==> config.mk <==
export PLATFORM = sky130hd
export DESIGN_NAME = rom_pattern_reader
export DESIGN_NICKNAME = d
export VERILOG_FILES = /design/src/rtl/fams_rom_pkg.sv /design/src/rtl/bit_packer.sv /design/src/rtl/rom_pattern_reader.sv
export SDC_FILE = /design/constraint.sdc
export NUM_CORES = 1
export LEC_CHECK = 0
export BUFFER_PORTS_ARGS = -buffer_cell sky130_fd_sc_hd__buf_2
export CORE_MARGIN = 4
export CORE_UTILIZATION = 50
export DETAILED_ROUTE_END_ITERATION = 8
export GPL_TIMING_DRIVEN = 1
export PLACE_DENSITY = 0.79
export SKIP_CTS_REPAIR_TIMING = 1
export SYNTH_ARGS = -nofsm -noshare
export SYNTH_HDL_FRONTEND = slang
export SYNTH_SLANG_ARGS = --single-unit
==> constraint.sdc <==
create_clock -name clock -period 2.85 [get_ports clock]
set_clock_uncertainty 0.2 [all_clocks]
set_input_delay 0.1425 -clock clock [delete_from_list [all_inputs] [get_ports clock]]
set_output_delay 0.1425 -clock clock [all_outputs]
set_load 0.02 [all_outputs]
==> src/rtl/fams_rom_pkg.sv <==
// Shared constants and FSM encoding for the pattern ROM reader.
package fams_rom_pkg;
    localparam int ROM_ADDR_W = 7;
    localparam int ROM_DEPTH  = 128;
    localparam int PACK_W     = 8;
    localparam int WORDS      = ROM_DEPTH / PACK_W;

    typedef enum logic [1:0] {IDLE, SCAN, FLUSH, DONE} state_t;
endpackage

==> src/rtl/bit_packer.sv <==
// Packs captured ROM bits MSB-first into words and holds each word on a
// valid/ready stream until the consumer accepts it.
module bit_packer #(
    parameter int WORD_W = 8,
    parameter int IDX_W  = $clog2(WORD_W)
) (
    input  logic              clock,
    input  logic              reset,
    input  logic              pend,
    input  logic              rom_q,
    input  logic [IDX_W-1:0]  bit_index,
    input  logic              last,
    input  logic              word_ready,
    output logic [WORD_W-1:0] word_data,
    output logic              word_valid,
    output logic              word_last,
    output logic              slot_free
);
    localparam logic [IDX_W-1:0] LAST_IDX = IDX_W'(WORD_W - 1);

    logic [WORD_W-2:0] shift;
    logic              cap_word;

    assign cap_word  = pend && (bit_index == LAST_IDX);
    assign slot_free = !word_valid || word_ready;

    always_ff @(posedge clock or posedge reset) begin
        if (reset) begin
            shift      <= '0;
            word_data  <= '0;
            word_valid <= 1'b0;
            word_last  <= 1'b0;
        end else begin
            if (pend)
                shift <= {shift[WORD_W-3:0], rom_q};
            // The issuer only lets an index-7 address out when the slot
            // will be free, so a load never overwrites an unaccepted word.
            if (cap_word) begin
                word_data  <= {shift, rom_q};
                word_valid <= 1'b1;
                word_last  <= last;
            end else if (word_valid && word_ready) begin
                word_valid <= 1'b0;
                word_last  <= 1'b0;
            end
        end
    end
endmodule

==> src/rtl/rom_pattern_reader.sv <==
// Sweeps the registered pattern ROM once per start and streams the packed
// words; stalls the address that completes a word while the output is full.
module rom_pattern_reader
    import fams_rom_pkg::*;
#(
    parameter int ADDR_W = ROM_ADDR_W,
    parameter int DEPTH  = ROM_DEPTH,
    parameter int WORD_W = PACK_W
) (
    input  logic              clock,
    input  logic              reset,
    input  logic              start,
    output logic              busy,
    output logic              done,
    output logic [ADDR_W-1:0] rom_address,
    input  logic              rom_q,
    output logic [WORD_W-1:0] word_data,
    output logic              word_valid,
    input  logic              word_ready,
    output logic              word_last
);
    localparam int               IDX_W     = $clog2(WORD_W);
    localparam logic [ADDR_W-1:0] LAST_ADDR = ADDR_W'(DEPTH - 1);
    localparam logic [IDX_W-1:0]  LAST_IDX  = IDX_W'(WORD_W - 1);

    state_t            state, state_nxt;
    logic [ADDR_W-1:0] addr_nxt, next_addr, pend_addr;
    logic              iss, iss_nxt, pend, armed, slot_free;

    assign next_addr = rom_address + ADDR_W'(1);

    always_comb begin
        state_nxt = state;
        addr_nxt  = rom_address;
        iss_nxt   = 1'b0;
        case (state)
            IDLE: if (start && armed) begin
                state_nxt = SCAN;
                addr_nxt  = '0;
                iss_nxt   = 1'b1;
            end
            SCAN: if (rom_address == LAST_ADDR) begin
                state_nxt = FLUSH;
                addr_nxt  = '0;
            end else if (next_addr[IDX_W-1:0] != LAST_IDX || slot_free) begin
                addr_nxt = next_addr;
                iss_nxt  = 1'b1;
            end
            FLUSH: if (word_valid && word_ready && word_last)
                state_nxt = DONE;
            DONE:    state_nxt = IDLE;
            default: state_nxt = IDLE;
        endcase
    end

    // iss: rom_address is a fresh issue this cycle; pend: its data is on rom_q.
    // armed keeps a start that coincides with reset release from being taken.
    always_ff @(posedge clock or posedge reset) begin
        if (reset) begin
            state       <= IDLE;
            rom_address <= '0;
            iss         <= 1'b0;
            pend        <= 1'b0;
            pend_addr   <= '0;
            armed       <= 1'b0;
        end else begin
            state       <= state_nxt;
            rom_address <= addr_nxt;
            iss         <= iss_nxt;
            pend        <= iss;
            pend_addr   <= rom_address;
            armed       <= 1'b1;
        end
    end

    assign busy = (state == SCAN) || (state == FLUSH);
    assign done = (state == DONE);

    bit_packer #(.WORD_W(WORD_W), .IDX_W(IDX_W)) u_packer (
        .clock      (clock),
        .reset      (reset),
        .pend       (pend),
        .rom_q      (rom_q),
        .bit_index  (pend_addr[IDX_W-1:0]),
        .last       (pend_addr == LAST_ADDR),
        .word_ready (word_ready),
        .word_data  (word_data),
        .word_valid (word_valid),
        .word_last  (word_last),
        .slot_free  (slot_free)
    );
endmodule

Word-level counts from Yosys, hierarchy flattened --
Index checks and enable logic that the tools add are counted.
Word-level totals: word-level logic and storage cells 50, register bits after elaboration 36, input port bits 5, output and inout bits 19
Cells by class: add/sub/neg operators 1, equal/unequal tests 11, multiplexer cells 15, reduce and logical (&&, ||, !) cells 13
Operator list (count):
- $mux 7 | 3
- $eq 7x7->1 const B | 2
- $pmux 7 s2 | 1
- $pmux 2 s4 | 1
- $add 7x1->7 const B | 1
- $mux 1 | 6
- $mux 2 | 3
- $ne 2x2->1 const B | 3
- $ne 3x3->1 const B | 2
- $reduce_and 3->1 | 2
- $eq 2x2->1 const B | 2
- $logic_and 1x1->1 | 4
- $reduce_bool 2->1 | 2
- $eq 3x3->1 const B | 1
- $logic_or 1x1->1 | 3
- $eq 2x1->1 const B | 1
- $logic_not 2->1 | 1
- $pmux 1 s2 | 1
- $logic_not 1->1 | 1

Logic depth before layout (Yosys ltp) --
depth after elaboration 6, depth in mapped cells 6, mapped depth without buffers 6

Cells and area by module --
Synthesis repeated with hierarchy kept, for this count alone.
Second synthesis, totals: cell total of the unflattened synthesis 119, area total of the unflattened synthesis 1597.8 µm²
Modules (own cells, without submodules):
- rom_pattern_reader | sequential area each 475.5 µm², area an instance 938.4 µm², cells each 80, times used 1
- bit_packer | sequential area each 425.4 µm², area an instance 659.4 µm², cells each 39, times used 1

Least setup slack after synthesis --
No wires, ideal clock.
path type register to register, start register rom_address[0], end register rom_address[3], buffers on the path 0, arrival time 1.662 ns, path slack 0.863 ns, setup time 0.125 ns, required time 2.525 ns, stages on the path, launching flop included 6, cell sequence dfrtp_1 > ha_1 > nand3_2 > o21ai_4 > and3b_1 > mux2_2
On the way: word-level cells in the longest chain between the ends 5
RTL lines:
- start: declaration | line rom_pattern_reader.sv:15 | output logic [ADDR_W-1:0] rom_address,
- start signal: assignment | line rom_pattern_reader.sv:68 | rom_address <= addr_nxt;
- $add 7x1->7 | line rom_pattern_reader.sv:30 | assign next_addr = rom_address + ADDR_W'(1);
- $ne 3x3->1 | line rom_pattern_reader.sv:45 | end else if (next_addr[IDX_W-1:0] != LAST_IDX || slot_free) begin
- $logic_or 1x1->1 | line rom_pattern_reader.sv:45
- $ne 3x3->1 (no source line)
- $reduce_and 3->1 (no source line)
Several ways; a longest one is shown, not always the timed one. The select of a mux whose other input is x is not followed. A chain may end at the register's enable or synchronous reset.

Final worst setup path --
start register rom_address[0], end register state[1]
On the way: word-level cells in the longest chain between the ends 3
RTL lines:
- $eq 7x7->1 | line rom_pattern_reader.sv:42 | SCAN: if (rom_address == LAST_ADDR) begin
- $ne 2x2->1 (no source line)
- $reduce_and 3->1 (no source line)
- end signal: assignment | line rom_pattern_reader.sv:67 | state <= state_nxt;
- end: declaration | line rom_pattern_reader.sv:26 | state_t state, state_nxt;
No other way between the ends.

==> metrics.yaml <==
outcome: "finished, final reports clean"
synthesis.area_um2: 1550
critical_path.cell_chain: "ha_1, nand3_2, o21ai_4, nand3_2, mux2_1"
dp_worst_setup_slack_ps: 801
hold_crit_path_type: "register to register"
worst_reg2reg_path_depth: 5
worstSetupStartpoint: "rom_address[0]$_DFFE_PP0P_"
path_buf_inv: 0
detailroute.via_count: 1045
cell_count_of_the_worst_hold_path: 0
finalCriticalPeriod_ps: 2080
syn_avg_cell_area_um2: 13.0
cells_after_synthesis: 119
worst_path_dominant_cell_family: "flip-flops"
cts_buffers: 5
route.detailed.drc: 0
area_inside_the_core_boundary_um2: 2850
clk_pin_slew_worst_paths_ps: 100
place_hpwl_um: 2040
layout.cells.most_common: "sky130_fd_sc_hd__dfrtp_1"
ports: 24
tightest_slew_ps: 644
worst-endpoint-required_ps: 2870
timing.fmax_mhz: 480
worst_skew_pair.late_latency_ps: 330
via_per_inst: 5.71
power.static_leakage_nw: 0.879
final_min_period_over_clock_period: 0.731
numPortBuffers: 23
clock_buffer_depth: 2
crit_end_category: "register"
route.antenna.remaining_nets: 0
timing.hold.worst.start: "iss$_DFF_PP0_"
tns_ps: 0
classification_of_the_worst_setup_path: "register to register"
floorplan.die_area_um2: 4060
route.final.wire_length_um: 2860
grt_remaining_overflow: 0
report.final.setup_viol: 0
syn_nets: 131
synth_top_flop_cell: "sky130_fd_sc_hd__dfrtp_1"
final_layout_size_suffix_gt1_frac: 0.329
grt_pass1_vias: 1090
globalRouteTotalUtil: 0.162
synth-warning-count: 0
die_x_um: 63.7
yosysTopAreaCell: "sky130_fd_sc_hd__dfrtp_1"
max_cap_check_violation_count: 0
count_of_flip_flops_with_a_built_in_enable_after_synthesis: 0
cts.sinks: 36
die_h_um: 63.7
synth_register_bits: 36
worst-endpoint-arrival_ps: 2110
postSynth.asyncResetShare: 1.00
grt_first_pass_wirelength_um: 4890
reg2reg_from: "rom_address[0]$_DFFE_PP0P_"
timing_max_transition_violations_final: 0
timing.critical_path.fanout_max: 8
worst_slack_ps: 767
rows: 19
synth-seq-area-share: 0.580
most-common-layout-cells: "36 x sky130_fd_sc_hd__dfrtp_1, 23 x sky130_fd_sc_hd__buf_2, 16 x sky130_fd_sc_hd__mux2_2"
final_nets: 163
synthTopCellsByArea: "sky130_fd_sc_hd__dfrtp_1 58%, sky130_fd_sc_hd__mux2_2 12%, sky130_fd_sc_hd__ha_1 5.6%"
drt-wirelength-per-cell_um: 15.6
cp_common_cell: "sky130_fd_sc_hd__nand3_2"
gp_congestion: 0.885
timing_hold_violations_final: 0
critPathCapture: "state[1]$_DFFE_PP0P_"
starting_utilization_of_the_core_area: 0.544
rrSetupSlack_ps: 770
startpoint_type: "register"
rsz0062_at_grt: "false"
worst_path_largest_cell_delay_ps: 490
ir_drop_v: 0.000598
antenna_cells: 0
synthToLayoutAreaGrowth_pct: 15.9
level_count_of_the_clock_h_tree: 2
grt_antenna_before_repair: 0
yosys.area.top_type_share: 0.580
power_density_nw_per_um2: 997
worst_case_headroom_to_the_max_slew_limit: 0.570
cp_num_cells: 5
ys_types: 35
cts_root_buffer: "sky130_fd_sc_hd__clkbuf_4"
grt_max_degree: 20
cts_tree: "done"
drt-pass1-iter-count: 4
reg2reg_to: "state[1]$_DFFE_PP0P_"
drt_iter0_drc: 17
crit_slowest_cell: "sky130_fd_sc_hd__dfrtp_1"
==> power breakdown <==
part / internal, mW / switching, mW
clock: 0.122 / 0.152
sequential: 0.692 / 0.139
combinational: 0.305 / 0.384
total: 1.12 / 0.675
==> per-layer routing <==
metal | global-route usage | vias to the layer above | routed length, um
li1 | - | 493 | -
met1 | 0.175 | 515 | 1200
met2 | 0.265 | 35 | 1490
met3 | 0.0782 | 2 | 139
met4 | 0.0836 | 0 | 25
met5 | 0 | - | 0
==> worst min-delay path by stage <==
stage,endpoint,slack [ps]
floorplan,u_packer.word_valid$_DFFE_PP0P_,50
global placement,pend_addr[6]$_DFF_PP0_,60
detailed placement,rom_address[2]$_DFFE_PP0P_,70
CTS,pend_addr[1]$_DFF_PP0_,-320
global route,pend$_DFF_PP0_,180
finish,pend$_DFF_PP0_,170
==> cell usage after synthesis (3+ instances only) <==
library cell / number
sky130_fd_sc_hd__dfrtp_1: 36
sky130_fd_sc_hd__ha_1: 7
sky130_fd_sc_hd__inv_1: 5
sky130_fd_sc_hd__mux2_2: 16
sky130_fd_sc_hd__nand2_1: 5
sky130_fd_sc_hd__nand2b_1: 3
sky130_fd_sc_hd__nand3_1: 5
sky130_fd_sc_hd__nor4_1: 3
sky130_fd_sc_hd__o21ai_0: 7
==> cells by family (layout without fill, tap and decap cells) <==
family	count (synthesis)	after routing	share of synthesized area
AOI/OAI and AO/OA	23	23	0.110
xor gates and xnor gates	1	1	0.00564
adders and majority gates	7	7	0.0564
buffers and inverters	8	41	0.0210
DFF	36	36	0.580
muxes	17	17	0.123
other	1	1	0.00242
and+or+nand+nor	26	26	0.101
==> stage by stage <==
step | power, mW | instance area [um2] | instances | hold slack (ps) | utilization
3_3_place_gp | 1.49 | 1700 | 171 | 58.4 | 0.596
5_1_grt | 1.94 | 1800 | 183 | 181 | 0.631
2_1_floorplan | 1.32 | 1550 | 119 | 49.8 | -
3_5_place_dp | 1.53 | 1700 | 171 | 66.4 | 0.596
6_report | 1.79 | 1800 | 183 | 166 | 0.631
4_1_cts | 1.81 | 1760 | 179 | -318 | 0.617
==> flip-flops by register name (all words and copies together), names as in the netlist <==
| register | count |
|---|---|
| u_packer.word_valid | 1 |
| u_packer.word_last | 1 |
| u_packer.shift | 7 |
| pend | 1 |
| armed | 1 |
| rom_address | 7 |
| state | 2 |
| iss | 1 |
| pend_addr | 7 |
| u_packer.word_data | 8 |
==> area by class of cell <==
class	instances	area [um2]
Multi-Input combinational cell	75	619
Timing Repair Buffer	28	163
Clock buffer	8	58.8
Sequential cell	36	901
Inverter	5	18.8
Tap cell	31	38.8
Fill cell	225	1050
No activity file was read; power rests on OpenSTA's default activity.
